<file path="src/rtl/spi_master_link.sv">
// spi_master_link: SPI mode-0 master, MSB first, valid/ready word side with keep-CS multi-word frames.
module spi_master_link #(
    parameter int WORD_W  = 8,
    parameter int CLK_DIV = 4,
    parameter int CS_IDLE = 4
) (
    input  logic              iCLK,
    input  logic              iRST,
    input  logic              iValid,
    output logic              oReady,
    input  logic [WORD_W-1:0] iData,
    input  logic              iKeepCs,
    output logic              oRxValid,
    output logic [WORD_W-1:0] oRxData,
    output logic              oBusy,
    output logic              SPI_CLK,
    output logic              SPI_MOSI,
    input  logic              SPI_MISO,
    output logic              SPI_CS
);
    localparam int DW = (CLK_DIV > 1) ? $clog2(CLK_DIV) : 1;
    localparam int BW = $clog2(WORD_W + 1);
    localparam int GW = (CS_IDLE > 1) ? $clog2(CS_IDLE) : 1;

    typedef enum logic [1:0] {IDLE, SHIFT, HOLD, GAP} state_t;

    state_t            state_q, state_d;
    logic [DW-1:0]     div_q, div_d;
    logic [BW-1:0]     bit_q, bit_d;
    logic [GW-1:0]     gap_q, gap_d;
    logic              sclk_q, sclk_d;
    logic              keep_q, keep_d;
    logic [WORD_W-1:0] tx_q, tx_d;
    logic [WORD_W-1:0] rx_q, rx_d;
    logic [WORD_W-1:0] rx_data_q, rx_data_d;
    logic              rx_valid_q, rx_valid_d;
    logic              accept, toggle, cs_act;

    assign oReady   = (state_q == IDLE) || (state_q == HOLD);
    assign accept   = iValid && oReady;
    assign toggle   = div_q == DW'(CLK_DIV - 1);
    assign cs_act   = (state_q == SHIFT) || (state_q == HOLD);
    assign SPI_CS   = !cs_act;
    assign SPI_MOSI = cs_act && tx_q[WORD_W-1];
    assign SPI_CLK  = sclk_q;
    assign oBusy    = state_q != IDLE;
    assign oRxValid = rx_valid_q;
    assign oRxData  = rx_data_q;

    always_comb begin
        state_d    = state_q;
        div_d      = div_q;
        bit_d      = bit_q;
        gap_d      = gap_q;
        sclk_d     = sclk_q;
        keep_d     = keep_q;
        tx_d       = tx_q;
        rx_d       = rx_q;
        rx_data_d  = rx_data_q;
        rx_valid_d = 1'b0;
        if (accept) begin
            state_d = SHIFT;
            tx_d    = iData;
            keep_d  = iKeepCs;
            div_d   = '0;
            bit_d   = '0;
            sclk_d  = 1'b0;
        end else if (state_q == SHIFT) begin
            // bit_q counts falling edges; the cycle after the last one is the completion cycle
            if (bit_q == BW'(WORD_W)) begin
                state_d = keep_q ? HOLD : GAP;
                gap_d   = '0;
            end else begin
                div_d = toggle ? '0 : div_q + 1'b1;
                if (toggle) begin
                    sclk_d = !sclk_q;
                    if (!sclk_q) begin
                        rx_d = {rx_q[WORD_W-2:0], SPI_MISO};
                    end else begin
                        bit_d = bit_q + 1'b1;
                        if (bit_q == BW'(WORD_W - 1)) begin
                            rx_data_d  = rx_q;
                            rx_valid_d = 1'b1;
                        end else begin
                            tx_d = {tx_q[WORD_W-2:0], 1'b0};
                        end
                    end
                end
            end
        end else if (state_q == GAP) begin
            gap_d = gap_q + 1'b1;
            if (gap_q == GW'(CS_IDLE - 1)) state_d = IDLE;
        end
    end

    always_ff @(posedge iCLK) begin
        if (iRST) begin
            state_q    <= IDLE;
            div_q      <= '0;
            bit_q      <= '0;
            gap_q      <= '0;
            sclk_q     <= 1'b0;
            keep_q     <= 1'b0;
            tx_q       <= '0;
            rx_q       <= '0;
            rx_data_q  <= '0;
            rx_valid_q <= 1'b0;
        end else begin
            state_q    <= state_d;
            div_q      <= div_d;
            bit_q      <= bit_d;
            gap_q      <= gap_d;
            sclk_q     <= sclk_d;
            keep_q     <= keep_d;
            tx_q       <= tx_d;
            rx_q       <= rx_d;
            rx_data_q  <= rx_data_d;
            rx_valid_q <= rx_valid_d;
        end
    end
endmodule

</file>
<file path="config.mk">
export PLATFORM = sky130hd
export DESIGN_NAME = spi_master_link
export DESIGN_NICKNAME = d
export VERILOG_FILES = /design/src/rtl/spi_master_link.sv
export SDC_FILE = /design/constraint.sdc
export NUM_CORES = 1
export LEC_CHECK = 0
export CORE_MARGIN = 3
export CORE_UTILIZATION = 56
export CTS_CLUSTER_SIZE = 40
export DETAILED_ROUTE_END_ITERATION = 6
export PLACE_DENSITY = 0.83
export SLEW_MARGIN = 20
export SYNTH_ARGS = -nofsm -noshare
export SYNTH_HDL_FRONTEND = slang
export SYNTH_SLANG_ARGS = --single-unit
</file>
<file path="constraint.sdc">
create_clock -name iCLK -period 5.2 [get_ports iCLK]
set_input_delay 0.52 -clock iCLK [delete_from_list [all_inputs] [get_ports iCLK]]
set_output_delay 0.52 -clock iCLK [all_outputs]
set_load 0.005 [all_outputs]
</file>
======== Word level (Yosys, flattened, before mapping) ========
Index checks and enable logic that the tools add are counted.
storage, ports and cells
  output and inout port bits .............. 14
  input port bits ......................... 13
  flip-flop bits (word level) ............. 37
cells by class
  bitwise logic cells ..................... 5
  muxes and demuxes ....................... 17
  eq/ne operators ......................... 11
  add/sub/neg operators ................... 3
  reductions and logical operators ........ 26
operators with widths
  operator                                                                 count
  8-bit 2-to-1 mux                                                         6
  2-bit 2-to-1 mux                                                         8
  3-bit AND reduction                                                      4
  2-bit nonzero test                                                       6
  5-bit AND reduction                                                      2
  2-bit equality test, second input constant                               4
  6-bit AND reduction                                                      1
  3-bit nonzero test                                                       2
  6-bit OR reduction                                                       1
  1-bit inverter                                                           5
  2-bit by 1-bit adder with 2-bit output, second input constant            2
  4-bit by 1-bit adder with 4-bit output, second input constant            1
  4-bit by 3-bit equality test with 1-bit output, second input constant    1
  4-bit equality test, second input constant                               1
  2-bit inequality test, second input constant                             2
  4-bit AND reduction                                                      1
  1-bit 2-to-1 mux                                                         3
  3-bit by 2-bit inequality test with 1-bit output, second input constant  1
  2-bit by 1-bit equality test with 1-bit output, second input constant    1
  1-bit logical AND                                                        2
  1-bit logical NOT                                                        2
  2-bit logical NOT                                                        1
  1-bit logical OR                                                         2
  2-bit by 1-bit inequality test with 1-bit output, second input constant  1
  other kinds (2)                                                          2

======== Longest topological paths before layout ========
Gate-level depths: netlist (run 1).
  depth after elaboration ................. 7
  gate-level depth with buffers ........... 8
  depth with buffers taken out ............ 6

======== Least setup slack after synthesis (run 1) ========
OpenSTA, ideal clock, no wires.
  path type ............................... reg2reg
  from .................................... register state_q[0]
  to ...................................... register rx_q[2]
  stages on the path, launching flop included .. 8
  period minus slack after synthesis ...... 1920 ps
  path slack .............................. 3280 ps
  setup time .............................. 128 ps
  data required time ...................... 5072 ps
  data arrival time ....................... 1792 ps
  cells stage by stage .................... dfxtp_1 -> inv_1 -> ha_1 -> o21a_1 -> buf_2 -> nor4_4 -> mux2i_1 -> nor2_1
on the way
  longest elaborated chain between the ends .. 5
  elaborated cells on any way between the ends .. 7
  classes of those cells .................. eq/ne (2); bitwise (1); reduce/logical (4)
ends and longest elaborated chain
  what                                                      line  source
  from (decl)                                               27    state_t state_q, state_d;
  from (signal assigned)                                    109   state_q <= state_d;
  2-bit equality test or 2-bit logical NOT (tied branches)  39    assign oReady = (state_q == IDLE) || (state_q == HOLD);
  1-bit logical OR                                          39
  1-bit logical AND                                         40    assign accept = iValid && oReady;
  1-bit inverter (no source line)                           n/a
  5-bit AND reduction (no source line) *                    n/a
  to (signal assigned)                                      116   rx_q <= rx_d;
  to (decl)                                                 34    logic [WORD_W-1:0] rx_q, rx_d;
Every way passes the cells marked *; elsewhere a longest branch is shown, timed or not.
A chain may end at the register's enable or synchronous reset.

======== Worst setup path after layout (run 1) ========
  from .................................... register state_q[0]
  to ...................................... output oReady
on the way
  longest elaborated chain between the ends .. 2
  elaborated cells on any way between the ends .. 3
  classes of those cells .................. eq/ne (1); reduce/logical (2)
ends and longest elaborated chain
  what                                                      line  source
  2-bit equality test or 2-bit logical NOT (tied branches)  39
  1-bit logical OR *                                        39
  to (decl)                                                 10    output logic oReady,
Marked as above.

==> qor.csv, run 1 <==
metric;value;unit
Reg power frac;52.4;%
Pre-antenna DRT Iters;6;
syn avg cell area;9.56;um^2
HP Class;flop to flop;
Place WS;2.34;ns
DRC;0;
Switching Share;24.6;%
Fill cells;205;
post-synth top area share;43.3;%
Core Region;2830;um^2
nets;227;
Worst Path Required;4.68;ns
Async SR Flop Fraction;0;%
H-tree level count;2;
grt ovf;0;
Placed Area;1980;um^2
largest net degree at the start of global routing;31;
Highest Clock Rate;415;MHz
RSZ-0062 raised after global routing;false;
post-synth top area cell;dfxtp_1;
number of global-route vias before repair;1290;
most frequent cells in the layout;dfxtp_1, nor2_1, mux2i_1, clkdlybuf4s50_1, a211oi_1;
Post-DRT Antenna Nets;0;
Cell variety after synth;33;
post-route cell area;2060;um^2
CP endpoint kind;output pin;
Comb power frac;15.1;%
fin crit period;2.41;ns
Setup crit start;state_q[0];
die width;61.3;um
HP Start;keep_q;
die height;61.3;um
PwrDens;280;nW/um^2
total clock sinks;37;
Slew Viols, Final;0;
postcts setup bufs;0;
Hold Slack;0.471;ns
Crit Path Category;flop to output pin;
DR iter-0 viols;53;
worst-path maximum fanout;8;
Slew HR;52.1;%
hpwl dp;2.28;mm
cell count after synthesis;179;
final setup margin;2.79;ns
register bit count reported by yosys;37;
Cell Int Power;436;uW
first-pass GRT wire length;5.44;mm
cell area after synthesis;1710;um^2
VDD IR max;0.210;mV
Synth Warn #;0;
CTS max path bufs;2;
WL per Instance;13.5;um
die area;3750;um^2
antenna violations before repair;0;
CTS Hold Bufs;0;
Starting Density;60.5;%
final setup fails;0;
Post-Route WL;3.19;mm
Max-Cap Viols;0;
CTS root buffer;clkbuf_4;
DR vias/cell;5.50;
Net Sw Power;142;uW
Post-CTS Resized;0;
Mapped Nets;201;
io pins;27;
top cells by area, synth;dfxtp_1, mux2i_1, ha_1;
setup TNS;0;ns
Clk pwr share;32.6;%
GPL Wtd Cong;0.757;
area grow syn2layout;20.7;%
clock-pin transition on the worst setup and hold timing paths;0.11;ns
status;complete, no violations;
worst r2r src;state_q[0];
Seq/Total Area, Yosys;43.3;%
Clk Latency, worst-skew pair;0.34;ns
clk_skew;0.00716;ns
Hold Fails Final Rpt;0;
GRT Total Usage;19.5;%
top_reg_cell synth;dfxtp_1;
cts bufs inserted;5;
number of flops mapped to enable cells by yosys;0;
CTS tree;yes;
vias;1298;
fraction of layout cells with a size suffix above 1;6.34;%
Tcrit/Tclk final;46.3;%
critical path data arrival time;1.89;ns
Static Leak;0.000740;uW
most common cell after layout, fill and taps aside;dfxtp_1;
Antenna diodes;0;
port bufs;26;
CP Launch Type;flop;
Site Rows;19;
Slew @ Worst Pin;0.715;ns
==> through the flow <==
| step | total power [uW] | instances | utilization (%) |
|---|---|---|---|
| after floorplan | 366 | 179 | - |
| after global placement | 392 | 229 | 70.1 |
| after detailed placement | 396 | 229 | 70.1 |
| after CTS | 585 | 236 | 72.7 |
| after global routing | 611 | 236 | 73.0 |
| final | 578 | 236 | 73.0 |
==> cells in the mapped netlist (2+ instances only) <==
library cell	number
dfxtp_1	37
nor2_1	28
mux2i_1	26
a211oi_1	14
ha_1	9
inv_1	8
nand2_1	7
o21ai_0	7
a21oi_1	6
clkbuf_1	4
xnor2_1	4
and2_1	3
nand2b_1	3
a21o_1	2
buf_2	2
nand3_1	2
==> worst paths after layout <==
kind	to	slack [ns]	cells past startpoint
hold / removal	keep_q	0.47	2
setup / recovery	oReady	2.79	4
setup reg to reg	oRxData[6]	2.82	6
hold reg to reg	keep_q	0.47	2
==> flip-flops by register name (all words and copies together) (netlist names) <==
name and flops:
div_q 2, rx_q 8, gap_q 2, oRxValid 1
bit_q 4, SPI_CLK 1, state_q 2, tx_q 8
oRxData 8, keep_q 1
==> worst max-delay path, cell delays in order, from the launching register on <==
cell and delay [ns]:
dfxtp_1 0.47, inv_1 0.10, ha_1 0.24, or2_2 0.29, clkdlybuf4s50_1 0.44
==> layout make-up <==
class | count | area (um^2) | area share (%)
well taps | 31 | 38.8 | 1.88
clock inverters | 2 | 35.0 | 1.70
flip-flops and latches | 37 | 741 | 35.9
clock buffers | 5 | 37.5 | 1.82
inverters | 8 | 30.0 | 1.45
repair buffers | 27 | 268 | 13.0
multi-input cells | 126 | 915 | 44.3
==> routing by layer <==
| metal | routed length [um] | global-route usage (%) | up-vias | part of all wire [%] |
|---|---|---|---|---|
| li1 | - | - | 668 | - |
| met5 | 0 | 0 | - | 0 |
| met3 | 136 | 5.66 | 6 | 4.3 |
| met2 | 1600 | 33.2 | 24 | 50 |
| met1 | 1390 | 21.6 | 600 | 44 |
| met4 | 59 | 11.1 | 0 | 1.9 |
==> power groups by stage <==
stage	registers (uW)	clock network (uW)	logic (uW)
2_1_floorplan	307	0	58.3
3_3_place_gp	309	0	83.7
3_5_place_dp	309	0	86.3
4_1_cts	303	195	87.5
5_1_grt	305	208	98.3
6_report	303	188	87.0
==> cell families (layout without fill, tap and decap cells) <==
| logic type | count (synthesis) | count (layout) | synth area share (%) |
|---|---|---|---|
| mux | 26 | 26 | 15.2 |
| compound gates | 33 | 33 | 12.8 |
| fa+ha+maj | 9 | 9 | 6.58 |
| buf+inv | 16 | 42 | 4.10 |
| simple gates | 54 | 54 | 15.9 |
| flops | 37 | 37 | 43.3 |
| xor+xnor | 4 | 4 | 2.05 |
No activity file was read; power rests on OpenSTA's default activity.
==> inputs of run 2 (changes only) <==
--- a/config.mk
+++ b/config.mk
@@ -6,10 +6,10 @@
 export NUM_CORES = 1
 export LEC_CHECK = 0
 export CORE_MARGIN = 3
-export CORE_UTILIZATION = 56
+export CORE_UTILIZATION = 47
 export CTS_CLUSTER_SIZE = 40
 export DETAILED_ROUTE_END_ITERATION = 6
-export PLACE_DENSITY = 0.83
+export PLACE_DENSITY = 0.74
 export SLEW_MARGIN = 20
 export SYNTH_ARGS = -nofsm -noshare
 export SYNTH_HDL_FRONTEND = slang
==> constraint.sdc (replaced) <==
create_clock -name iCLK -period 2.1 [get_ports iCLK]
set_input_delay 0.21 -clock iCLK [delete_from_list [all_inputs] [get_ports iCLK]]
set_output_delay 0.21 -clock iCLK [all_outputs]
set_load 0.005 [all_outputs]
==> qor.csv, run 2 (synthesis results as in run 1) <==
metric;value;unit;change
Reg2Reg Setup Slack;0.18;ns;-2.64 ns
Hold Fails Final Rpt;0;;unchanged
Worst R2R End;oRxData[0];;
die area;4400;um^2;+17%
worst r2r src;bit_q[0];;
VDD IR max;0.427;mV;+100%
clk_skew;0.0142;ns;+0.00704 ns
cts bufs inserted;5;;unchanged
die height;66.3;um;+8.3%
WL per Instance;13.3;um;-1.7%
DR iter-0 viols;27;;-49%
Starting Density;50.1;%;-10 points
antenna violations before repair;0;;unchanged
RSZ-0062 raised after global routing;false;;
hpwl dp;2.53;mm;+11%
PwrDens;652;nW/um^2;+130%
Slew HR;75.2;%;+23 points
crit-path leading delay family;buffers and inverters;;
clock-pin transition on the worst setup and hold timing paths;0.12;ns;about the same
Antenna diodes;0;;unchanged
postcts setup bufs;0;;unchanged
Post-Route WL;3.43;mm;+7.4%
final core utilization;61.9;%;-11 points
Hold Slack;0.403;ns;-0.0674 ns
Core Region;3420;um^2;+21%
post-route cell area;2110;um^2;+2.4%
Slew Viols, Final;0;;unchanged
Reg2Reg Depth;7;;+1
Site Rows;21;;+2
CP Cell Sequence;inv_1 -> ha_1 -> or2_2 -> clkdlybuf4s50_1;;
Worst Path Required;1.89;ns;-2.79 ns
Pre-antenna DRT Iters;4;;-2
most common cell after layout, fill and taps aside;dfxtp_1;;
Clk Latency, worst-skew pair;0.35;ns;about the same
Placed Area;2050;um^2;+3.2%
port bufs;26;;unchanged
DR vias/cell;5.14;;-6.5%
vias;1327;;+2.2%
GPL Wtd Cong;0.749;;-1.1%
M2 GR Usage;31.0;%;-2.3 points
fraction of layout cells with a size suffix above 1;10.4;%;+4.0 points
Worst path max stage delay;0.44;ns;-0.03 ns
CP Launch Type;flop;;
met1 usage;20.0;%;-1.6 points
CP endpoint kind;output pin;;
Static Leak;0.000769;uW;+3.9%
status;complete, no violations;;
total clock sinks;37;;unchanged
fin crit period;1.98;ns;
Bufs and invs on worst path;2;;unchanged
area of the multi-input gates;906;um^2;-0.96%
Highest Clock Rate;506;MHz;
H-tree level count;2;;unchanged
grt ovf;0;;unchanged
CTS max path bufs;2;;unchanged
critical path data arrival time;1.77;ns;-0.12 ns
Tcrit/Tclk final;94.1;%;
Slew @ Worst Pin;0.371;ns;-0.345 ns
nets;233;;+2.6%
largest net degree at the start of global routing;23;;-26%
CTS tree;yes;;
CTS root buffer;clkbuf_4;;
most frequent cells in the layout;dfxtp_1, nor2_1, mux2i_1, clkdlybuf4s50_1, a211oi_1;;
DRC;0;;unchanged
Setup crit start;state_q[0];;
Crit Path Category;flop to output pin;;
worst setup path endpoint;oReady;;
first-pass GRT wire length;5.93;mm;+9.1%
GRT busiest layer;met2;;
setup TNS;0;ns;unchanged
Max-Cap Viols;0;;unchanged
final setup fails;0;;unchanged
met3 Use GR;5.78;%;+0.12 points
Stages on worst setup path;4;;unchanged
GRT Total Usage;17.8;%;-1.7 points
Sequential cell area;743;um^2;+0.34%
worst-path maximum fanout;8;;unchanged
Slowest cell on crit path;clkdlybuf4s50_1;;
area grow syn2layout;23.6;%;
Post-DRT Antenna Nets;0;;unchanged
number of global-route vias before repair;1377;;+6.7%
die width;66.3;um;+8.3%
HP Class;input pin to flop;;
io pins;27;;unchanged
Fill cells;294;;+43%
==> run 2: worst register-to-register path, stage by stage, from the launching register on <==
cell,delay [ns]
dfxtp_1,0.42
inv_1,0.07
ha_1,0.21
and3b_1,0.29
nor4b_2,0.31
buf_4,0.24
mux2i_1,0.21
nor2_1,0.06
==> run 2: repair_timing <==
| item | CTS | global route |
|---|---|---|
| hold buffers | 0 | 0 |
| endpoints found under the setup margin | 0 | 3 |
| resized for setup | 0 | 2 |
==> run 2: worst min path at each step <==
stage              from  cells after the start       to  slack, ns
2_1_floorplan   iKeepCs                      2   keep_q       0.35
3_3_place_gp     keep_q                      2   keep_q       0.44
3_5_place_dp     keep_q                      2   keep_q       0.46
4_1_cts        iData[0]                      3  tx_q[0]       0.40
5_1_grt        iData[0]                      3  tx_q[0]       0.41
6_report       iData[0]                      3  tx_q[0]       0.40
==> run 2: cell type report <==
| type | count | share of cell area, % |
|---|---|---|
| sequential | 37 | 35.1 |
| tap | 46 | 2.72 |
| clock buffer | 6 | 2.43 |
| multi-input combinational | 126 | 42.8 |
| timing repair buffer | 33 | 14.8 |
| clock inverter | 2 | 0.651 |
| inverter | 8 | 1.42 |
==> run 2: metal layers <==
| layer | up-vias | wire [um] |
|---|---|---|
| li1 | 686 | - |
| met2 | 30 | 1640 |
| met4 | 0 | 55 |
| met5 | - | 0 |
| met1 | 604 | 1590 |
| met3 | 7 | 143 |
==> run 2: metrics by stage <==
stage | instances | setup slack [ns] | power [uW]
finish | 258 | 0.124 | 1380
CTS | 258 | 0.00305 | 1390
global placement | 250 | 0.246 | 985
floorplan | 179 | 0.180 | 905
global route | 258 | 0.000695 | 1460
detailed placement | 250 | 0.187 | 995
==> run 2: power by group <==
group	total (uW)	switching, uW	internal [uW]
Sequential	751	20.5	731
Combinational	227	110	116
Clock	400	237	163
Total	1380	368	1010
==> inputs of run 3 (changes only) <==
--- a/config.mk
+++ b/config.mk
@@ -9,7 +9,9 @@
 export CORE_UTILIZATION = 47
 export CTS_CLUSTER_SIZE = 40
 export DETAILED_ROUTE_END_ITERATION = 6
+export HOLD_SLACK_MARGIN = 0.15
 export PLACE_DENSITY = 0.74
+export SETUP_SLACK_MARGIN = 0.15
 export SLEW_MARGIN = 20
 export SYNTH_ARGS = -nofsm -noshare
 export SYNTH_HDL_FRONTEND = slang
==> qor.csv, run 3 (synthesis results as in run 1) <==
metric;value;unit;change
status;complete, no violations;;
Highest Clock Rate;528;MHz;+4.3%
DRC;0;;unchanged
Worst Path Required;2.33;ns;+0.44 ns
Reg power frac;53.7;%;-0.8 points
RSZ-0062 raised after global routing;true;;
die area;4400;um^2;unchanged
Tcrit/Tclk final;90.3;%;-3.8 points
VDD IR max;0.427;mV;about the same
Clk Latency, worst-skew pair;0.35;ns;about the same
Pre-antenna DRT Iters;4;;unchanged
WL per Instance;13.2;um;-0.39%
cts bufs inserted;5;;unchanged
vias;1330;;+0.23%
fin crit period;1.90;ns;-0.0808 ns
DR vias/cell;5.12;;-0.54%
Bufs and invs on worst path;2;;unchanged
CTS tree;yes;;
clock-pin transition on the worst setup and hold timing paths;0.12;ns;about the same
die width;66.3;um;unchanged
Post-DRT Antenna Nets;0;;unchanged
post-route cell area;2160;um^2;+2.1%
Fill cells;289;;-1.7%
Slew Viols, Final;0;;unchanged
total clock sinks;37;;unchanged
Cell Int Power;1020;uW;+0.72%
DR iter-0 viols;20;;-26%
CP Cell Sequence;inv_1 -> ha_1 -> and3b_2 -> nor4b_2 -> buf_4 -> mux2i_1 -> nor2_1;;
first-pass GRT wire length;5.93;mm;unchanged
die height;66.3;um;unchanged
setup TNS;0;ns;unchanged
critical path data arrival time;2.12;ns;+0.35 ns
fraction of layout cells with a size suffix above 1;13.1;%;+2.7 points
PwrDens;643;nW/um^2;-1.3%
Sequential cell area;748;um^2;+0.67%
nets;235;;+0.86%
port bufs;26;;unchanged
Slew @ Worst Pin;0.369;ns;-0.00121 ns
HP Start;iData[0];;
Clk pwr share;28.7;%;-0.4 points
Net Sw Power;371;uW;+0.72%
GPL Wtd Cong;0.749;;unchanged
Placed Area;2050;um^2;unchanged
io pins;27;;unchanged
Post-Route WL;3.44;mm;+0.38%
Worst path max stage delay;0.42;ns;-0.02 ns
most frequent cells in the layout;dfxtp_1, nor2_1, mux2i_1;;
Starting Density;50.1;%;unchanged
crit-path leading delay family;simple AND/OR/NAND/NOR gates;;
Comb power frac;17.6;%;+1.2 points
Site Rows;21;;unchanged
largest net degree at the start of global routing;23;;unchanged
worst-path maximum fanout;9;;+1
Core Region;3420;um^2;unchanged
CP endpoint kind;flop;;
CP Launch Type;flop;;
grt ovf;0;;unchanged
Slew HR;75.3;%;+0.081 points
CTS max path bufs;2;;unchanged
hpwl dp;2.53;mm;unchanged
clk_skew;0.0144;ns;+0.000173 ns
Setup crit start;bit_q[0];;
H-tree level count;2;;unchanged
Crit Path Category;flop to flop;;
CTS Hold Bufs;0;;unchanged
area grow syn2layout;26.2;%;
Max-Cap Viols;0;;unchanged
worst r2r src;bit_q[0];;
Switching Share;26.7;%;about the same
HP Class;input pin to flop;;
CTS root buffer;clkbuf_4;;
Slowest cell on crit path;dfxtp_1;;
most common cell after layout, fill and taps aside;dfxtp_1;;
area of the multi-input gates;925;um^2;+2.1%
Antenna diodes;0;;unchanged
final setup fails;0;;unchanged
Static Leak;0.000799;uW;+3.9%
antenna violations before repair;0;;unchanged
GRT Total Usage;17.9;%;+0.036 points
number of global-route vias before repair;1381;;+0.29%
Hold Fails Final Rpt;0;;unchanged
-- run 3: metal layers --
layer	share of wire (%)	vias up	GRT usage, %
met2	48	30	31.2
met3	4.4	7	5.78
met4	1.6	0	6.85
met1	46	605	19.9
li1	-	688	-
met5	0	-	0
-- run 3: layout make-up --
cell class | instances | share of cell area, %
clock buffers | 6 | 2.38
clock inverters | 2 | 0.638
inverters | 8 | 1.39
multi-input cells | 126 | 42.8
flip-flops and latches | 37 | 34.7
well taps | 46 | 2.67
repair buffers | 35 | 15.4
-- run 3: through the flow --
step | setup slack (ns) | total power [uW] | std cells | hold WS, ns | utilization [%]
3_3_place_gp | 0.246 | 985 | 250 | 0.444 | 59.9
6_report | 0.204 | 1390 | 260 | 0.404 | 63.2
2_1_floorplan | 0.180 | 905 | 179 | 0.346 | -
3_5_place_dp | 0.187 | 995 | 250 | 0.457 | 59.9
5_1_grt | 0.131 | 1470 | 260 | 0.415 | 63.2
4_1_cts | 0.156 | 1390 | 259 | 0.401 | 62.3
-- run 3: worst register-to-register path: cells and delay by family, from the launching register on --
family	cells	cell delay [ns]
adder cells (fa/ha/maj)	1	0.21
buffers and inverters	2	0.31
flip-flops	1	0.42
multiplexers	1	0.21
AND/OR/NAND/NOR	3	0.63
-- run 3: worst paths after layout --
kind	endpoint	slack, ns	cells after the start
max	oRxData[0]	0.20	7
min	tx_q[0]	0.40	3
max reg2reg	oRxData[0]	0.20	7
min reg2reg	keep_q	0.47	2
-- run 3: what timing repair did --
item | CTS | global route
endpoints found under the hold margin | 0 | 0
buffers inserted | 1 | 1
pin swaps | 0 | 0
endpoints found under the setup margin | 3 | 13
resized for setup | 4 | 6
-- run 3: power groups by stage --
stage / Combinational, uW / Clock (uW) / Sequential (uW)
final: 244 / 399 / 745
after floorplan: 144 / 0 / 761
after detailed placement: 228 / 0 / 766
after CTS: 240 / 409 / 746
after global routing: 275 / 449 / 749
after global placement: 221 / 0 / 764
